--- src/rtl/mux_nway_reg.sv ---
// mux_nway_reg: registered N:1 datapath mux with per-input valid/ready
// handshakes. Selection is either explicit (sel) or round-robin among
// valid inputs. The output has one register stage by default.
//
// Optional build macro MUX_NWAY_SKID_EN: the output stage becomes a
// 2-entry skid buffer, so in_ready depends only on registered occupancy.
//
// Handshake rule (every port pair): a word moves when valid and ready are
// both 1 at a rising clock edge; valid never waits on ready, and a holder
// of valid keeps its data stable until the transfer.
//
// N <= 2**SEL_W is required so every input index fits in sel/out_src.
module mux_nway_reg #(
    parameter int WIDTH = 32,
    parameter int N     = 4,
    parameter int SEL_W = 2
) (
    input  logic               clk,
    input  logic               rst,
    input  logic [N*WIDTH-1:0] in_data,
    input  logic [N-1:0]       in_valid,
    output logic [N-1:0]       in_ready,
    input  logic [SEL_W-1:0]   sel,
    input  logic               mode,
    output logic [WIDTH-1:0]   out_data,
    output logic [SEL_W-1:0]   out_src,
    output logic               out_valid,
    input  logic               out_ready,
    output logic               sel_err
);

    logic [SEL_W-1:0] rr_ptr;
    logic             grant_vld;
    logic [SEL_W-1:0] grant_idx;
    logic             sel_bad;
    logic             can_accept;
    logic             xfer;
    logic [WIDTH-1:0] grant_data;
    int               j;

    // Pick the granted input: explicit select, or first valid from rr_ptr upward with wrap.
    always_comb begin
        grant_vld = 1'b0;
        grant_idx = '0;
        sel_bad   = 1'b0;
        j         = 0;
        if (!mode) begin
            if (int'(sel) < N) begin
                grant_vld = 1'b1;
                grant_idx = sel;
            end else begin
                sel_bad = 1'b1;
            end
        end else begin
            for (int k = 0; k < N; k++) begin
                j = int'(rr_ptr) + k;
                if (j >= N) j = j - N;
                if (!grant_vld && in_valid[j]) begin
                    grant_vld = 1'b1;
                    grant_idx = SEL_W'(j);
                end
            end
        end
    end

    // One-hot ready for the granted input; nothing is offered while in reset or full.
    always_comb begin
        in_ready = '0;
        for (int i = 0; i < N; i++) begin
            in_ready[i] = grant_vld && (grant_idx == SEL_W'(i)) && can_accept && !rst;
        end
    end

    assign xfer       = |(in_valid & in_ready);
    assign grant_data = in_data[int'(grant_idx)*WIDTH +: WIDTH];

    // Round-robin pointer moves past the winner only on round-robin transfers.
    always_ff @(posedge clk) begin
        if (rst) begin
            rr_ptr <= '0;
        end else if (xfer && mode) begin
            if (int'(grant_idx) == N - 1) rr_ptr <= '0;
            else                          rr_ptr <= grant_idx + SEL_W'(1);
        end
    end

    // Flag an out-of-range explicit select for one cycle whenever the stage could have accepted.
    always_ff @(posedge clk) begin
        if (rst) sel_err <= 1'b0;
        else     sel_err <= sel_bad && can_accept;
    end

`ifdef MUX_NWAY_SKID_EN

    logic             h_vld;
    logic             t_vld;
    logic [WIDTH-1:0] h_data;
    logic [WIDTH-1:0] t_data;
    logic [SEL_W-1:0] h_src;
    logic [SEL_W-1:0] t_src;
    logic             pop;

    // Ready comes purely from registered occupancy: room while fewer than two entries are held.
    assign can_accept = !(h_vld && t_vld);
    assign pop        = h_vld && out_ready;
    assign out_valid  = h_vld;
    assign out_data   = h_data;
    assign out_src    = h_src;

    // Two-entry in-order buffer: the head drives the outputs, the tail catches a word taken during a stall.
    always_ff @(posedge clk) begin
        if (rst) begin
            h_vld  <= 1'b0;
            t_vld  <= 1'b0;
            h_data <= '0;
            t_data <= '0;
            h_src  <= '0;
            t_src  <= '0;
        end else begin
            case ({pop, xfer})
                2'b11: begin
                    if (t_vld) begin
                        h_data <= t_data;
                        h_src  <= t_src;
                        t_data <= grant_data;
                        t_src  <= grant_idx;
                    end else begin
                        h_data <= grant_data;
                        h_src  <= grant_idx;
                    end
                end
                2'b10: begin
                    if (t_vld) begin
                        h_data <= t_data;
                        h_src  <= t_src;
                    end
                    h_vld <= t_vld;
                    t_vld <= 1'b0;
                end
                2'b01: begin
                    if (!h_vld) begin
                        h_data <= grant_data;
                        h_src  <= grant_idx;
                        h_vld  <= 1'b1;
                    end else begin
                        t_data <= grant_data;
                        t_src  <= grant_idx;
                        t_vld  <= 1'b1;
                    end
                end
                default: ;
            endcase
        end
    end

`else

    logic             o_vld;
    logic [WIDTH-1:0] o_data;
    logic [SEL_W-1:0] o_src;

    // A held word blocks new input until the consumer takes it; take and refill may share a cycle.
    assign can_accept = !o_vld || out_ready;
    assign out_valid  = o_vld;
    assign out_data   = o_data;
    assign out_src    = o_src;

    // Single output register: load on transfer, drop valid once consumed, otherwise hold.
    always_ff @(posedge clk) begin
        if (rst) begin
            o_vld  <= 1'b0;
            o_data <= '0;
            o_src  <= '0;
        end else if (xfer) begin
            o_vld  <= 1'b1;
            o_data <= grant_data;
            o_src  <= grant_idx;
        end else if (out_ready) begin
            o_vld  <= 1'b0;
        end
    end

`endif

endmodule

--- config.mk ---
export PLATFORM = sky130hd
export DESIGN_NAME = mux_nway_reg
export DESIGN_NICKNAME = d
export VERILOG_FILES = /design/src/rtl/mux_nway_reg.sv
export SDC_FILE = /design/constraint.sdc
export NUM_CORES = 1
export LEC_CHECK = 0
export BUFFER_PORTS_ARGS = -buffer_cell sky130_fd_sc_hd__buf_2
export CAP_MARGIN = 10
export CORE_MARGIN = 1
export CORE_UTILIZATION = 45
export CTS_CLUSTER_DIAMETER = 60
export DETAILED_ROUTE_END_ITERATION = 10
export GPL_TIMING_DRIVEN = 0
export PLACE_DENSITY_LB_ADDON = 0.05
export SYNTH_ARGS = -nofsm -noshare
export SYNTH_HDL_FRONTEND = slang
export SYNTH_SLANG_ARGS = --single-unit
export TNS_END_PERCENT = 10
--- constraint.sdc ---
create_clock -name clk -period 9.77 [get_ports clk]
set_input_delay 1.954 -clock clk [delete_from_list [all_inputs] [get_ports clk]]
set_output_delay 1.954 -clock clk [all_outputs]
set_load 0.01 [all_outputs]
# After elaboration in Yosys (flattened, before gate mapping)
# Index checks and enable logic that the tools add are counted.
# word_totals
ff_bits,37
output_inout_bits,40
elab_cells,87
# classes
n_addsub,8
n_lt_le_gt_ge,8
n_eq_ne,4
shifts,1
muxes,36
n_bitwise,1
reduce_logical,25
# op_table
operator,n
$mux 32,8
$lt 32x4->1 const B,4
$shiftx 128x8->32,1
$mux 1,18
$logic_and 1x1->1,16
$mux 2,6
$sub 3x3->4 const B,3
$ge 3x3->1 const B,3
$bmux 1 s2,4
$add 2x2->3 const B,2
$logic_not 1->1,5
$and 4x4->4,1
$eq 2x1->1 const B,2
$eq 2x2->1 const B,2
$reduce_or 4->1,1
$sub 2x3->4 const B,1
$add 2x1->3 const B,1
$ge 2x3->1 const B,1
$add 2x1->2 const B,1
$logic_not 2->1,1
$reduce_bool 2->1,1
$logic_or 1x1->1,1

# Depth between registers and ports, before layout
# depth
ltp_word,27
depth_mapped,14
ltp_nobuf,10

# Worst setup path before layout
# No wires, ideal clock.
# synth_timing
kind,input to output
from,input port in_valid[2]
to,output port in_ready[3]
arrival_ps,3831
setup_slack_ps,3985
stages,9
n_path_buf,2
cell_sequence,buf_2 > or4b_1 > o21a_2 > o221ai_4 > nand2_1 > inv_2 > buf_2 > ha_1 > and2_1
# synth_between
elab_chain_cells,21
# synth_lines
item,line,text
"start, declared",21,"input logic [N-1:0] in_valid,"
$bmux 1 s2,58,if (!grant_vld && in_valid[j]) begin
$mux 1 (implied by the code) (2 in series),58,
$mux 1,58,
$mux 1,47,if (!mode) begin
$logic_not 1->1,58,
$logic_and 1x1->1,58,
$mux 1,58,
$mux 1,47,
[2 not listed],-,
$mux 1,58,
$mux 1,47,
$logic_not 1->1,58,
$logic_and 1x1->1,58,
$mux 2,58,
$mux 2,47,
$eq 2x2->1,70,in_ready[i] = grant_vld && (grant_idx == SEL_W'(i)) && can_accept && !rst;
$logic_and 1x1->1 (*) (3 in series),70,
"end, declared",22,"output logic [N-1:0] in_ready,"
# Every way passes the cells marked *; elsewhere a longest branch is shown, timed or not. The select of a mux whose other input is x is not followed.

# Worst setup path in the final report
# layout_timing
from,input port in_valid[0]
to,output port in_ready[0]
# layout_between
elab_chain_cells,21
# layout_lines
item,line
$bmux 1 s2,58
$mux 1 (implied by the code) (2 in series),58
$mux 1,58
$mux 1,47
$logic_not 1->1,58
$logic_and 1x1->1,58
$mux 1,58
$mux 1,47
[2 not listed],-
$mux 1,58
$mux 1,47
$logic_not 1->1,58
$logic_and 1x1->1,58
$mux 2,58
$mux 2,47
$logic_not 2->1,70
$logic_and 1x1->1 (*) (3 in series),70
# Marks and branches as above.

==> flow_summary.ini <==
[timing]
fin_skew_ns = 0.00318
setup_viol = 0
min_period_ns = 6.36
fin_crit_sh_pct = 65.1
holdWs_ns = 0.466
slew_headroom_pct = 46.0
setup_ws_ns = 3.41
worstMarginPinSlew_ns = 0.809
slew_violations = 0
timing.fmax_ghz = 0.157
tns_ns = 0
grt_setup_unrepaired = false
finalHoldViolCount = 0

[worst_setup_path]
worstPathArrival_ns = 4.41
cp_max_fo = 10
path_delay_family = simple AND/OR/NAND/NOR gates
r2r_start = rr_ptr[1]$_SDFFE_PP0P_
crit_path_start_kind = input pin
criticalPathCategory = in2out
critPathBufInv = 5
cpMaxStageDelayCell = nor3_1
required_ns = 7.82
end_kind = output port
crit_top_cell = buf_2
slowest_delay_ns = 0.62
path_cells = buf_2 -> or2_1 -> nor3_1 -> o31a_1 -> buf_2 -> buf_4 -> buf_2 -> nand2_1 -> nor2_1 -> buf_2
crit_start = in_valid[0]

[clock_network]
cts_sinks = 37
ctsRootBufferMaster = clkbuf_8
postCtsHoldBufs = 0
cts_resized = 0
cts_tree = done
clkTransAtPathRegs_ns = 0.08
clock_latency_ns = 0.30
cts_setup_buffers = 0
clockBufferDepth = 2
htreeDepth = 2
cts_buffers = 5

[yosys]
yosysSeqAreaShare_pct = 21.8
syn_area_um2 = 3400
syn_nets = 514
async_flop_share_pct = 0
synth_edf_count = 0
yosys_register_bits = 37
synth_warnings = 0
netlist_instances = 375
yosysUniqueCellTypes = 46
syn_avg_cell_area_um2 = 9.07
ys.flop_type = dfxtp_1

[worst_hold_path]
min_path_type = reg2reg
hp-start = out_data[27]$_SDFFE_PP0P_

[die]
die_height_um = 88.9
dieArea_um2 = 7910
fp.dieW_um = 88.9
num_io_pins = 178
fp.coreArea_um2 = 7290
initial_core_util_pct = 46.6
rows = 31

[global_route]
antenna_found_initial = 0
grt.overflow.total = 0
grt_pass1_wl_um = 17300
grt_pass1_vias = 3568
grt_start_max_net_pins = 13
grt_use_total_pct = 28.3

[route]
routed-wl-met2_um = 5090
routed_wl_um = 11100
viasPerCell = 5.80
num_vias = 3804
drtPass1Iterations = 4
drtAntennaViolNets = 0
wl_met1_um = 4960
wl_per_cell_um = 16.9
drt_iter0_drc = 184
routed.top_layer = met4
detailroute.wirelength.met3_um = 854
drc = 0

[layout]
nets = 695
area_delta_synth_final_pct = 33.2
final_util_pct = 62.1
drive_gt1_share_pct = 55.1
fillers = 716
diodes = 0

[power]
p_leak_nw = 1.90
pwr-share-comb_pct = 42.1
ir_drop_mv = 0.0673
p_int_uw = 377
p_seq_share_pct = 30.0
sw_frac_of_total_pct = 35.4
p_per_area_nw_per_um2 = 129
power_switching_uw = 206
pwr-share-clk_pct = 27.9
power_uw = 583

[placement]
pre_cts_ws_ns = 3.45
portBuffers = 174
dp_hpwl_um = 8290
gp_congestion = 0.810

[status]
outcome = complete, no violations

[flow_run]
max_cap_viol_count = 0
[Yosys cell counts (7+ instances only)]
cell       instances  area [µm²]
clkbuf_1          24        90.1
o221ai_2          28         420
buf_2             19        95.1
inv_1             34         128
mux2_2            32         360
o2111ai_1         33         289
nand3_1           34         170
a21oi_1            8        40.0
a21oi_2           28         245
o311ai_0          32         280
nand2_1            7        26.3
dfxtp_1           37         741
[state kept, by name, indices dropped and copies added (netlist names)]
signal	flops
rr_ptr	2
out_valid	1
out_data	32
out_src	2
[worst register-to-register path, delay by kind of cell (launching register included)]
family / cells / cell delay (ns)
adders and majority gates: 1 / 0.21
buffers and inverters: 6 / 1.58
AOI/OAI and AO/OA: 4 / 1.14
muxes: 1 / 0.12
DFF: 1 / 0.30
and+or+nand+nor: 2 / 0.33
[layout make-up]
type,instances,area [µm²],area share [%]
timing repair buffer,174,871,19.2
buffer,52,264,5.83
multi-input combinational,251,2260,50.0
inverter,35,131,2.90
clock inverter,3,65.1,1.44
tap,99,124,2.74
clock buffer,5,68.8,1.52
sequential,37,741,16.4
[cell families after synthesis]
kind of cell / synth area share [%]
AO/OA/AOI/OAI: 44.8
adder cells (fa/ha/maj): 0.368
buffers and inverters: 11.6
flip-flops: 21.8
multiplexers: 11.6
other: 0.110
AND/OR/NAND/NOR: 9.75
[per-layer routing]
layer / global-route usage, % / vias up
li1: - / 1852
met4: 8.80 / 0
met5: 0 / -
met2: 47.2 / 161
met3: 4.80 / 18
met1: 37.4 / 1773
[layout by cell type, fill, tap and decap left out, drive strengths merged, types with 4 or more instances in the layout]
master,count
o221ai,34
buf,202
o311ai,32
nand3,34
nand2,7
o2111ai,33
inv,35
nor3,4
dfxtp,37
nor2,5
nor2b,5
clkbuf,29
nand2b,4
mux2,34
a21oi,36
[per-stage QoR]
step | cells | instance area, µm²
6_report | 656 | 4530
5_1_grt | 656 | 4530
3_3_place_gp | 648 | 4390
4_1_cts | 656 | 4530
3_5_place_dp | 648 | 4390
2_1_floorplan | 375 | 3400
[power by group through the flow]
stage	logic (mW)	registers [mW]	clock network, mW
floorplan	0.158	0.185	0
detailed placement	0.245	0.178	0
finish	0.246	0.175	0.162
global route	0.268	0.177	0.171
CTS	0.245	0.175	0.166
global placement	0.241	0.178	0
[worst paths after layout]
| path | slack [ns] | cells after the start | end |
|---|---|---|---|
| worst max-delay path | 3.41 | 10 | in_ready[0] |
| worst min-delay path | 0.47 | 2 | out_data[27]$_SDFFE_PP0P_ |
| worst max register to register | 6.01 | 14 | out_data[15]$_SDFFE_PP0P_ |
| worst min register to register | 0.47 | 2 | out_data[27]$_SDFFE_PP0P_ |
Power figures use the tool's default switching activity.
